--- config.mk ---
export PLATFORM = sky130hd
export DESIGN_NAME = matmul_sp_readback
export DESIGN_NICKNAME = d
export VERILOG_FILES = /design/src/rtl/matmul_sp_readback.sv
export SDC_FILE = /design/constraint.sdc
export NUM_CORES = 1
export LEC_CHECK = 0
export CORE_ASPECT_RATIO = 0.75
export CORE_MARGIN = 3
export CORE_UTILIZATION = 43
export CTS_BUF_LIST = sky130_fd_sc_hd__clkbuf_8
export DETAILED_ROUTE_END_ITERATION = 6
export MAX_ROUTING_LAYER = met4
export PLACE_DENSITY_LB_ADDON = 0.2
export SYNTH_ARGS = -nofsm -noshare
export SYNTH_HDL_FRONTEND = slang
export SYNTH_SLANG_ARGS = --single-unit
export TNS_END_PERCENT = 100
--- constraint.sdc ---
create_clock -name clk_i -period 2.8 [get_ports clk_i]
set_input_delay 0.56 -clock clk_i [delete_from_list [all_inputs] [get_ports clk_i]]
set_output_delay 0.56 -clock clk_i [all_outputs]
set_load 0.05 [all_outputs]
--- src/rtl/matmul_sp_readback.sv ---
// ----------------------------------------------------------------------------
// matmul_sp_readback
//
// APB master that reads a rows x cols result matrix out of the matmul
// accelerator scratchpad, one element per APB read, in row-major order.
//   compare mode (mode=0): each element is checked against an expected-value
//                          stream; mismatches are counted and the first one
//                          is located.
//   dump mode    (mode=1): each element is forwarded on an output stream.
//
// Ports
//   clk_i, rst_i           clock, asynchronous active-high reset
//   start_i                start pulse (honoured only when idle)
//   mode_i, sp_sel_i       mode and SP bank, latched at start
//   rows_i, cols_i         matrix dimensions, latched at start
//   psel_o .. pwdata_o     APB request side (read-only master)
//   prdata_i, pready_i,
//   pslverr_i              APB response side
//   exp_data_i/valid/ready expected-value stream (compare mode)
//   rd_data_o/valid/ready  element stream (dump mode)
//   busy_o, done_o         activity and one-cycle completion pulse
//   slverr_o, timeout_o    abort reasons of the last run
//   err_cnt_o              saturating mismatch count
//   first_err_idx_o/vld_o  {sp_sel,row,col} of the first mismatch
// ----------------------------------------------------------------------------
module matmul_sp_readback #(
  parameter int         BUS_WIDTH   = 32,
  parameter int         ADDR_WIDTH  = 32,
  parameter int         DATA_WIDTH  = 32,
  parameter int         MAX_DIM     = 4,
  parameter int         SP_NTARGETS = 4,
  parameter logic [4:0] SP_ADDR     = 5'b10000,
  parameter int         TIMEOUT     = 64,
  parameter int         ERRCNT_W    = 16,
  localparam int        SEL_W       = $clog2(SP_NTARGETS),
  localparam int        POS_W       = $clog2(MAX_DIM),
  localparam int        DIM_W       = POS_W + 1,
  localparam int        IDX_W       = SEL_W + 2 * POS_W
) (
  input  logic                  clk_i,
  input  logic                  rst_i,
  input  logic                  start_i,
  input  logic                  mode_i,
  input  logic [SEL_W-1:0]      sp_sel_i,
  input  logic [DIM_W-1:0]      rows_i,
  input  logic [DIM_W-1:0]      cols_i,
  output logic                  psel_o,
  output logic                  penable_o,
  output logic                  pwrite_o,
  output logic [ADDR_WIDTH-1:0] paddr_o,
  output logic [MAX_DIM-1:0]    pstrb_o,
  output logic [BUS_WIDTH-1:0]  pwdata_o,
  input  logic [BUS_WIDTH-1:0]  prdata_i,
  input  logic                  pready_i,
  input  logic                  pslverr_i,
  input  logic [DATA_WIDTH-1:0] exp_data_i,
  input  logic                  exp_valid_i,
  output logic                  exp_ready_o,
  output logic [DATA_WIDTH-1:0] rd_data_o,
  output logic                  rd_valid_o,
  input  logic                  rd_ready_i,
  output logic                  busy_o,
  output logic                  done_o,
  output logic                  slverr_o,
  output logic                  timeout_o,
  output logic [ERRCNT_W-1:0]   err_cnt_o,
  output logic [IDX_W-1:0]      first_err_idx_o,
  output logic                  first_err_vld_o
);

  localparam int               TO_W    = $clog2(TIMEOUT + 1);
  localparam logic [DIM_W-1:0] DIM_MAX = DIM_W'(MAX_DIM);

  typedef enum logic [2:0] {
    S_IDLE,
    S_SETUP,
    S_ACCESS,
    S_CHECK,
    S_DONE
  } state_t;

  // Mismatch counter sticks at all-ones instead of wrapping.
  function automatic logic [ERRCNT_W-1:0] sat_inc(input logic [ERRCNT_W-1:0] v);
    return (&v) ? v : v + 1'b1;
  endfunction

  state_t                r_state;
  state_t                w_next;

  logic                  r_mode;
  logic [SEL_W-1:0]      r_sel;
  logic [DIM_W-1:0]      r_rows;
  logic [DIM_W-1:0]      r_cols;
  logic [POS_W-1:0]      r_row;
  logic [POS_W-1:0]      r_col;
  logic [DATA_WIDTH-1:0] r_data;
  logic [TO_W-1:0]       r_to_cnt;
  logic [ERRCNT_W-1:0]   r_err_cnt;
  logic [IDX_W-1:0]      r_first_idx;
  logic                  r_first_vld;
  logic                  r_slverr;
  logic                  r_timeout;

  logic                  w_psel;
  logic                  w_penable;
  logic                  w_exp_ready;
  logic                  w_rd_valid;
  logic                  w_busy;
  logic                  w_done;
  logic                  w_accept;
  logic                  w_capture;
  logic                  w_set_slverr;
  logic                  w_set_timeout;
  logic                  w_elem_done;
  logic                  w_dims_bad;
  logic                  w_last_col;
  logic                  w_last_row;
  logic                  w_last;
  logic                  w_mismatch;
  logic [IDX_W-1:0]      w_idx;
  logic [ADDR_WIDTH-1:0] w_paddr;

  assign w_dims_bad = (rows_i == '0) || (cols_i == '0) ||
                      (rows_i > DIM_MAX) || (cols_i > DIM_MAX);

  // Position compares are done one bit wider so a full-size dimension
  // (MAX_DIM) still fits next to the narrower row/col counters.
  assign w_last_col = ({1'b0, r_col} == (r_cols - DIM_W'(1)));
  assign w_last_row = ({1'b0, r_row} == (r_rows - DIM_W'(1)));
  assign w_last     = w_last_col && w_last_row;
  assign w_idx      = {r_sel, r_row, r_col};

  // Only compare mode ever counts; the dump handshake never touches it.
  assign w_mismatch = w_elem_done && !r_mode && (r_data != exp_data_i);

  always_ff @(posedge clk_i or posedge rst_i) begin
    if (rst_i) begin
      r_state <= S_IDLE;
    end else begin
      r_state <= w_next;
    end
  end

  always_comb begin
    w_next        = r_state;
    w_psel        = 1'b0;
    w_penable     = 1'b0;
    w_exp_ready   = 1'b0;
    w_rd_valid    = 1'b0;
    w_busy        = 1'b1;
    w_done        = 1'b0;
    w_accept      = 1'b0;
    w_capture     = 1'b0;
    w_set_slverr  = 1'b0;
    w_set_timeout = 1'b0;
    w_elem_done   = 1'b0;
    case (r_state)
      S_IDLE: begin
        w_busy = 1'b0;
        if (start_i) begin
          w_accept = 1'b1;
          w_next   = w_dims_bad ? S_DONE : S_SETUP;
        end
      end
      S_SETUP: begin
        w_psel = 1'b1;
        w_next = S_ACCESS;
      end
      S_ACCESS: begin
        w_psel    = 1'b1;
        w_penable = 1'b1;
        if (pready_i) begin
          if (pslverr_i) begin
            w_set_slverr = 1'b1;
            w_next       = S_DONE;
          end else begin
            w_capture = 1'b1;
            w_next    = S_CHECK;
          end
        end else if (r_to_cnt == TO_W'(TIMEOUT - 1)) begin
          w_set_timeout = 1'b1;
          w_next        = S_DONE;
        end
      end
      S_CHECK: begin
        if (!r_mode) begin
          w_exp_ready = 1'b1;
          w_elem_done = exp_valid_i;
        end else begin
          w_rd_valid  = 1'b1;
          w_elem_done = rd_ready_i;
        end
        if (w_elem_done) begin
          w_next = w_last ? S_DONE : S_SETUP;
        end
      end
      S_DONE: begin
        w_done = 1'b1;
        w_next = S_IDLE;
      end
      default: begin
        w_next = S_IDLE;
      end
    endcase
  end

  // Address is driven only while the transfer is selected so the bus idles
  // at zero; it is a function of registered state, hence stable from SETUP
  // through the end of ACCESS.
  always_comb begin
    w_paddr = '0;
    if (w_psel) begin
      w_paddr[4:0]        = SP_ADDR;
      w_paddr[5 +: IDX_W] = w_idx;
    end
  end

  always_ff @(posedge clk_i or posedge rst_i) begin
    if (rst_i) begin
      r_mode      <= 1'b0;
      r_sel       <= '0;
      r_rows      <= '0;
      r_cols      <= '0;
      r_row       <= '0;
      r_col       <= '0;
      r_data      <= '0;
      r_to_cnt    <= '0;
      r_err_cnt   <= '0;
      r_first_idx <= '0;
      r_first_vld <= 1'b0;
      r_slverr    <= 1'b0;
      r_timeout   <= 1'b0;
    end else begin
      if (w_accept) begin
        r_mode      <= mode_i;
        r_sel       <= sp_sel_i;
        r_rows      <= rows_i;
        r_cols      <= cols_i;
        r_row       <= '0;
        r_col       <= '0;
        r_err_cnt   <= '0;
        r_first_idx <= '0;
        r_first_vld <= 1'b0;
        r_slverr    <= 1'b0;
        r_timeout   <= 1'b0;
      end

      // Wait-state counter restarts for every transfer.
      if (r_state == S_SETUP) begin
        r_to_cnt <= '0;
      end else if ((r_state == S_ACCESS) && !pready_i) begin
        r_to_cnt <= r_to_cnt + 1'b1;
      end

      if (w_capture) begin
        r_data <= prdata_i[DATA_WIDTH-1:0];
      end
      if (w_set_slverr) begin
        r_slverr <= 1'b1;
      end
      if (w_set_timeout) begin
        r_timeout <= 1'b1;
      end

      if (w_mismatch) begin
        r_err_cnt <= sat_inc(r_err_cnt);
        if (!r_first_vld) begin
          r_first_vld <= 1'b1;
          r_first_idx <= w_idx;
        end
      end

      if (w_elem_done) begin
        if (w_last_col) begin
          r_col <= '0;
          r_row <= r_row + 1'b1;
        end else begin
          r_col <= r_col + 1'b1;
        end
      end
    end
  end

  assign psel_o          = w_psel;
  assign penable_o       = w_penable;
  assign pwrite_o        = 1'b0;
  assign paddr_o         = w_paddr;
  assign pstrb_o         = '0;
  assign pwdata_o        = '0;
  assign exp_ready_o     = w_exp_ready;
  assign rd_data_o       = r_data;
  assign rd_valid_o      = w_rd_valid;
  assign busy_o          = w_busy;
  assign done_o          = w_done;
  assign slverr_o        = r_slverr;
  assign timeout_o       = r_timeout;
  assign err_cnt_o       = r_err_cnt;
  assign first_err_idx_o = r_first_idx;
  assign first_err_vld_o = r_first_vld;

endmodule

* Word-level counts from Yosys, hierarchy flattened
Cells that the tools add are included.
W data, S select, Z words.
** Storage, ports and cells
- Word-level logic and storage cells :: 106
- Output and inout port bits :: 132
- Input bits :: 80
- Register bits after elaboration :: 80
** Cells by class
- $add $sub $neg :: 6
- Eq/ne operators :: 12
- Reduce and logical (&&, ||, !) cells :: 21
- Order comparisons :: 2
- Mux-type cells :: 51
** Operator list (number)
- $mux W16 :: 3
- $ne A32 B32 Y1 :: 1
- $mux W1 :: 28
- $mux W3 :: 7
- $mux W6 :: 3
- $add A16 B1 Y16 const B :: 1
- $reduce_and A16 Y1 :: 1
- $mux W7 :: 2
- $mux W2 :: 6
- $pmux W3 S4 :: 1
- $mux W11 :: 1
- $reduce_bool A2 Y1 :: 5
- $logic_not A3 Y1 :: 3
- $add A7 B1 Y7 const B :: 1
- $eq A7 B6 Y1 const B :: 1
- $eq A2 B3 Y1 :: 2
- $eq A3 B2 Y1 const B :: 2
- $gt A3 B3 Y1 const B :: 2
- $ne A2 B2 Y1 const B :: 3
- $sub A3 B1 Y3 const B :: 2
- $add A2 B1 Y2 const B :: 2
- $logic_and A1 B1 Y1 :: 4
- $eq A3 B1 Y1 const B :: 1
- $eq A3 B3 Y1 const B :: 1
- 6 further kinds :: 9

* Logic depth before layout (Yosys ltp)
- Depth after elaboration :: 7
- Depth in mapped cells :: 9
- Gate-level depth less buffers :: 8

* Worst setup path after synthesis
No wires, ideal clock.
- Path type :: reg-to-output
- Start :: register r_state[2]
- End :: output paddr_o[10]
- Required time :: 2.240 ns
- Slack :: 0.026 ns
- Buffers on the path :: 0
- Data arrival time :: 2.214 ns
- Cell stages (with the launch flop) :: 4
- Path through :: dfrtp_1 -> nor3b_2 -> nor2_1 -> nor2_1
** Between the ends
- Cells in the longest elaborated chain, start to end :: 4
- Elaborated cells on any way between the ends :: 5
- Those cells by class :: 2 x eq/ne; 2 x mux; 1 x reduce/logical
** Ends and longest elaborated chain
- start: declaration :: RTL line 87 : state_t r_state;
- start signal: assignment :: RTL line 140 : r_state <= w_next;
- $eq A3 B1 Y1 or $eq A3 B2 Y1 (tied branches) :: RTL line 157 : case (r_state)
- $reduce_or A2 Y1 (no source line) (*)
- $mux W1 (*) :: RTL line 157
- $mux W11 (*) :: RTL line 212 : if (w_psel) begin
- end: declaration :: RTL line 50 : output logic [ADDR_WIDTH-1:0] paddr_o,
Mark *: on every way between the ends. The rest lies on a longest branch, timed or not.

* Worst setup path in the final report
- Start :: register r_state[2]
- End :: output exp_ready_o
** Between the ends
- Cells in the longest elaborated chain, start to end :: 2
** Ends and longest elaborated chain
- $eq A3 B2 Y1 :: RTL line 157
- $mux W1 :: RTL line 157
- end: declaration :: RTL line 58 : output logic exp_ready_o,
No other way between the ends.

==> run summary <==
The run finished with clean final reports. Of the total synthesized cell area, the portion taken by full adders, half adders and majority gates is 1.102%. The run gives 5267 uW as the sum of internal, switching and leakage power. The later pin in the worst-skew pair is clocked with a latency of 0.35 ns. The first detailed-routing pass took 4 iterations. The tree is rooted in a clkbuf_8. dfrtp_1 takes more of the synthesized area than any other cell. For the number of placement rows, the log shows 31. Of the total synthesized cell area, the portion taken by XOR and XNOR cells is 8.868%. For this run, design rule violations remaining after detail routing come to 0. Clock tree synthesis inserted a total of 9 buffers.

The synthesized design contains 80 register bits. In this run the static leakage power is 0.002729 uW. After the flow finishes, the layout carries non-filler instances totaling 741. The top cell types in the final layout, fill and taps aside, are clkdlybuf4s50_1, dfrtp_1, conb_1, nand2_1, xor2_1. The count of antenna diodes in the layout was 0; the global route total overflow was 0. The most common cell after layout, fill and taps aside is clkdlybuf4s50_1. The layout has 848 filler cells. In this run, post-CTS repair resized a total of 0 instances. The tools report the max-slew violation total from the final report as 0. The final route contains 3549 vias. During I/O placement, the number of pins put on the boundary was 212. CTS saw 80 sinks. The floorplan step set the die width to 124.7 um.

The floorplan step defined a core boundary enclosing 9968 um2. The share of the cycle needed by the critical path after routing works out to 95.01%. The detailed router finished its first iteration with 278 violations. The run gives 0.8432 as the final weighted congestion in routability-driven placement. The combinational family with the most area after synthesis was simple AND/OR/NAND/NOR gates.

The tools report the warning count from the yosys run as 0. Timing analysis after detailed placement gives a worst setup slack of 0.04686 ns. For flop-to-flop paths, the worst setup slack is 0.67 ns.

The buffer depth of the longest clock path was 2. The slowest stage of the critical path is the clkdlybuf4s50_1 cell. After synthesis, the netlist uses 50 different library cells.

The synthesized design contains 0 enable-type register cells. After Yosys synthesis, and, or, nand and nor cells account for 15.06% of the synthesized area. The tools report the H-tree depth reported by CTS as 3.

Setup repair after global routing left no endpoint under its margin. The end of the critical path is exp_ready_o. For this run, the slowest stage of the critical path takes 0.82 ns. The number of cells on the worst reg-to-reg path works out to 7. Buffers placed on the I/O ports in this run total 149.

The detailed-route vias per instance came out at 4.789. In the final routed layout, each cell accounts on average for 14.79 um. The clock arrives with 0.008190 ns of skew. The worst setup path startpoint was r_state[2]. At the worst endpoint, the arrival time is 2.10 ns. For the upper clock frequency limit, the log shows 0.3759 GHz. After layout, the minimum clock period comes to 2.660 ns. Summing every instance area after synthesis gives 4543 um2. TritonCTS built the clock tree.

The share of the Yosys chip area taken by registers is 44.06%. The async set or reset register ratio after synthesis was 100.0%. Counting every instance in the synthesized netlist gives 452. The first global-routing pass estimated 18160 um of wire. The number of setup violations in the final report is 0, and the area share of the largest cell type after synthesis is 44.06%.

Worst slew slack as a fraction of its limit: 64.11%. Data on the critical path is required at its endpoint by 2.24 ns. In the final design database the tool counted 691 nets.

STA classifies the critical path endpoint as an output port. The cell area power density works out to 845.0 nW/um2. The critical path crosses 3 cells after its start point. The die height was 95.02 um. The floorplan step defined a die boundary enclosing 11850 um2. The worst path buffer plus inverter count was 1; the register clock-pin slew on the reported worst setup and hold paths was 0.07 ns. STA classifies the critical path startpoint as a flip-flop. Including well taps, the total number of placed cells is 728.

The logs give 0 for the count of buffers added by post-CTS timing repair for setup and 0 ns for the setup TNS after final layout. The hold buffer count at cts was 0. The worst-case IR drop observed on VDD is 0.5327 mV. Entering global routing, the biggest net connects 81 pins. The run gives 0 as the initial antenna violation count. The portion of synthesized area spent on multiplexers is 10.58%. The synthesized netlist devotes 7.188% of its cell area to compound gates. Setup slack on the critical path of the routed design comes to 0.1397 ns. The final number of hold-violating endpoints came out at 0.

Broken down by cell family, the worst path's largest delay share belongs to buffers and inverters. Sorting the synthesized cells by area gives the leading types as dfrtp_1, buf_4, xor2_1. Traced cell by cell, the critical path runs through nand3b_1 -> nor2_1 -> clkdlybuf4s50_1.

The initial utilization of the core area, before any placement, comes to 45.58%. The routed design has 10960 um of wire. Total of max-cap violations: 0. The worst reg2reg path startpoint was rd_data_o[24]. Across every metal layer, demand over resource in global routing totals 19.64%. The critical path in this run is classified as reg -> out.

The detail route stage leaves a number of antenna-violating nets equal to 0. The classification of the worst-slack hold path is reg -> reg. In the final layout, the share of cells above drive strength 1 is 10.02%. Of all nets on the critical path, the largest fanout is 7. The critical register-to-register path endpoint was err_cnt_o[14]. The via count of the first global-routing pass was 3573; the pin slew with the least headroom to its limit was 0.5233 ns. Dividing the synthesized area by the synthesized cell count gives 10.05 um2. From synthesis to final layout, the design area changed by 37.21%. Among all flip-flop cells after synthesis, the most frequent one is dfrtp_1.

Once detailed placement completed, the half-perimeter wirelength came to 8597 um.
-- Yosys cell counts, drive strengths merged (4+ instances only) --
master  count
nor3b       4
or2         4
nor2       29
nand3       7
o21ai      20
o31ai       7
clkbuf      4
a21o        4
nand2      52
inv        15
mux2       32
xor2       39
buf        71
a21oi       6
nand4       7
xnor2       7
dfrtp      80
mux2i      12
or4         4
ha          4
a211o       5
nor4        9
nor3        4
-- registers in the layout, indices dropped and copies added, names as in the netlist --
| name | count |
|---|---|
| err_cnt_o | 16 |
| first_err_idx_o | 6 |
| first_err_vld_o | 1 |
| r_col | 2 |
| r_cols | 3 |
| r_mode | 1 |
| r_row | 2 |
| r_rows | 3 |
| r_sel | 2 |
| r_state | 3 |
| r_to_cnt | 7 |
| rd_data_o | 32 |
| slverr_o | 1 |
| timeout_o | 1 |
-- worst register-to-register path, cell delays in order (launching register included) --
cell and delay, ns:
dfrtp_1 0.40, xor2_1 0.17, nor4_1 0.36, nand4_1 0.28, o2111ai_2 0.32, buf_12 0.19
nor2_2 0.12, mux2i_1 0.15
-- per-stage QoR --
| step | utilization [%] | cell area (um2) | hold slack [ns] |
|---|---|---|---|
| finish | 62.53 | 6233 | 0.4957 |
| global placement | 61.11 | 6092 | 0.4798 |
| global route | 62.53 | 6233 | 0.5381 |
| floorplan | - | 4772 | 0.4627 |
| detailed placement | 61.11 | 6092 | 0.4800 |
| CTS | 62.53 | 6233 | 0.5010 |
-- routing by layer --
metal / track usage [%] / share of wire, % / vias to the layer above
li1: - / - / 1715
met1: 24.84 / 44 / 1701
met2: 32.28 / 49 / 120
met3: 4.423 / 5.5 / 13
met4: 5.474 / 1.6 / 0
met5: - / 0 / -
-- area by class of cell --
cell class                 count  area (um2)  area share, %
tap                          132       165.2          2.650
inverter                      15       57.56         0.9233
timing repair buffer         158        1677          26.90
sequential                    80        2002          32.12
clock inverter                 4       17.52         0.2810
clock buffer                   9       123.9          1.987
multi-input combinational    343        2191          35.15
-- cells by family (layout without fill, tap and decap cells) --
group                      after synthesis  in the layout
other                                    1             62
AOI/OAI and AO/OA                       50             50
and+or+nand+nor                        137            137
buffers and inverters                   90            186
xor gates and xnor gates                46             46
muxes                                   44             44
DFF                                     80             80
adders and majority gates                4              4
-- report_power, final --
| group | internal, uW | total (uW) | switching, uW |
|---|---|---|---|
| Sequential | 1480 | 1760 | 288 |
| Clock | 298 | 675 | 377 |
| Combinational | 1040 | 2830 | 1790 |
-- worst min path at each step --
stage,from,to,slack [ns],depth (start not counted)
2_1_floorplan,r_to_cnt[6],r_to_cnt[6],0.46,1
3_3_place_gp,slverr_o,slverr_o,0.48,1
3_5_place_dp,timeout_o,timeout_o,0.48,2
4_1_cts,slverr_o,slverr_o,0.50,1
5_1_grt,r_to_cnt[6],r_to_cnt[6],0.54,1
6_report,slverr_o,slverr_o,0.50,1
(Power assumes the default switching activity.)
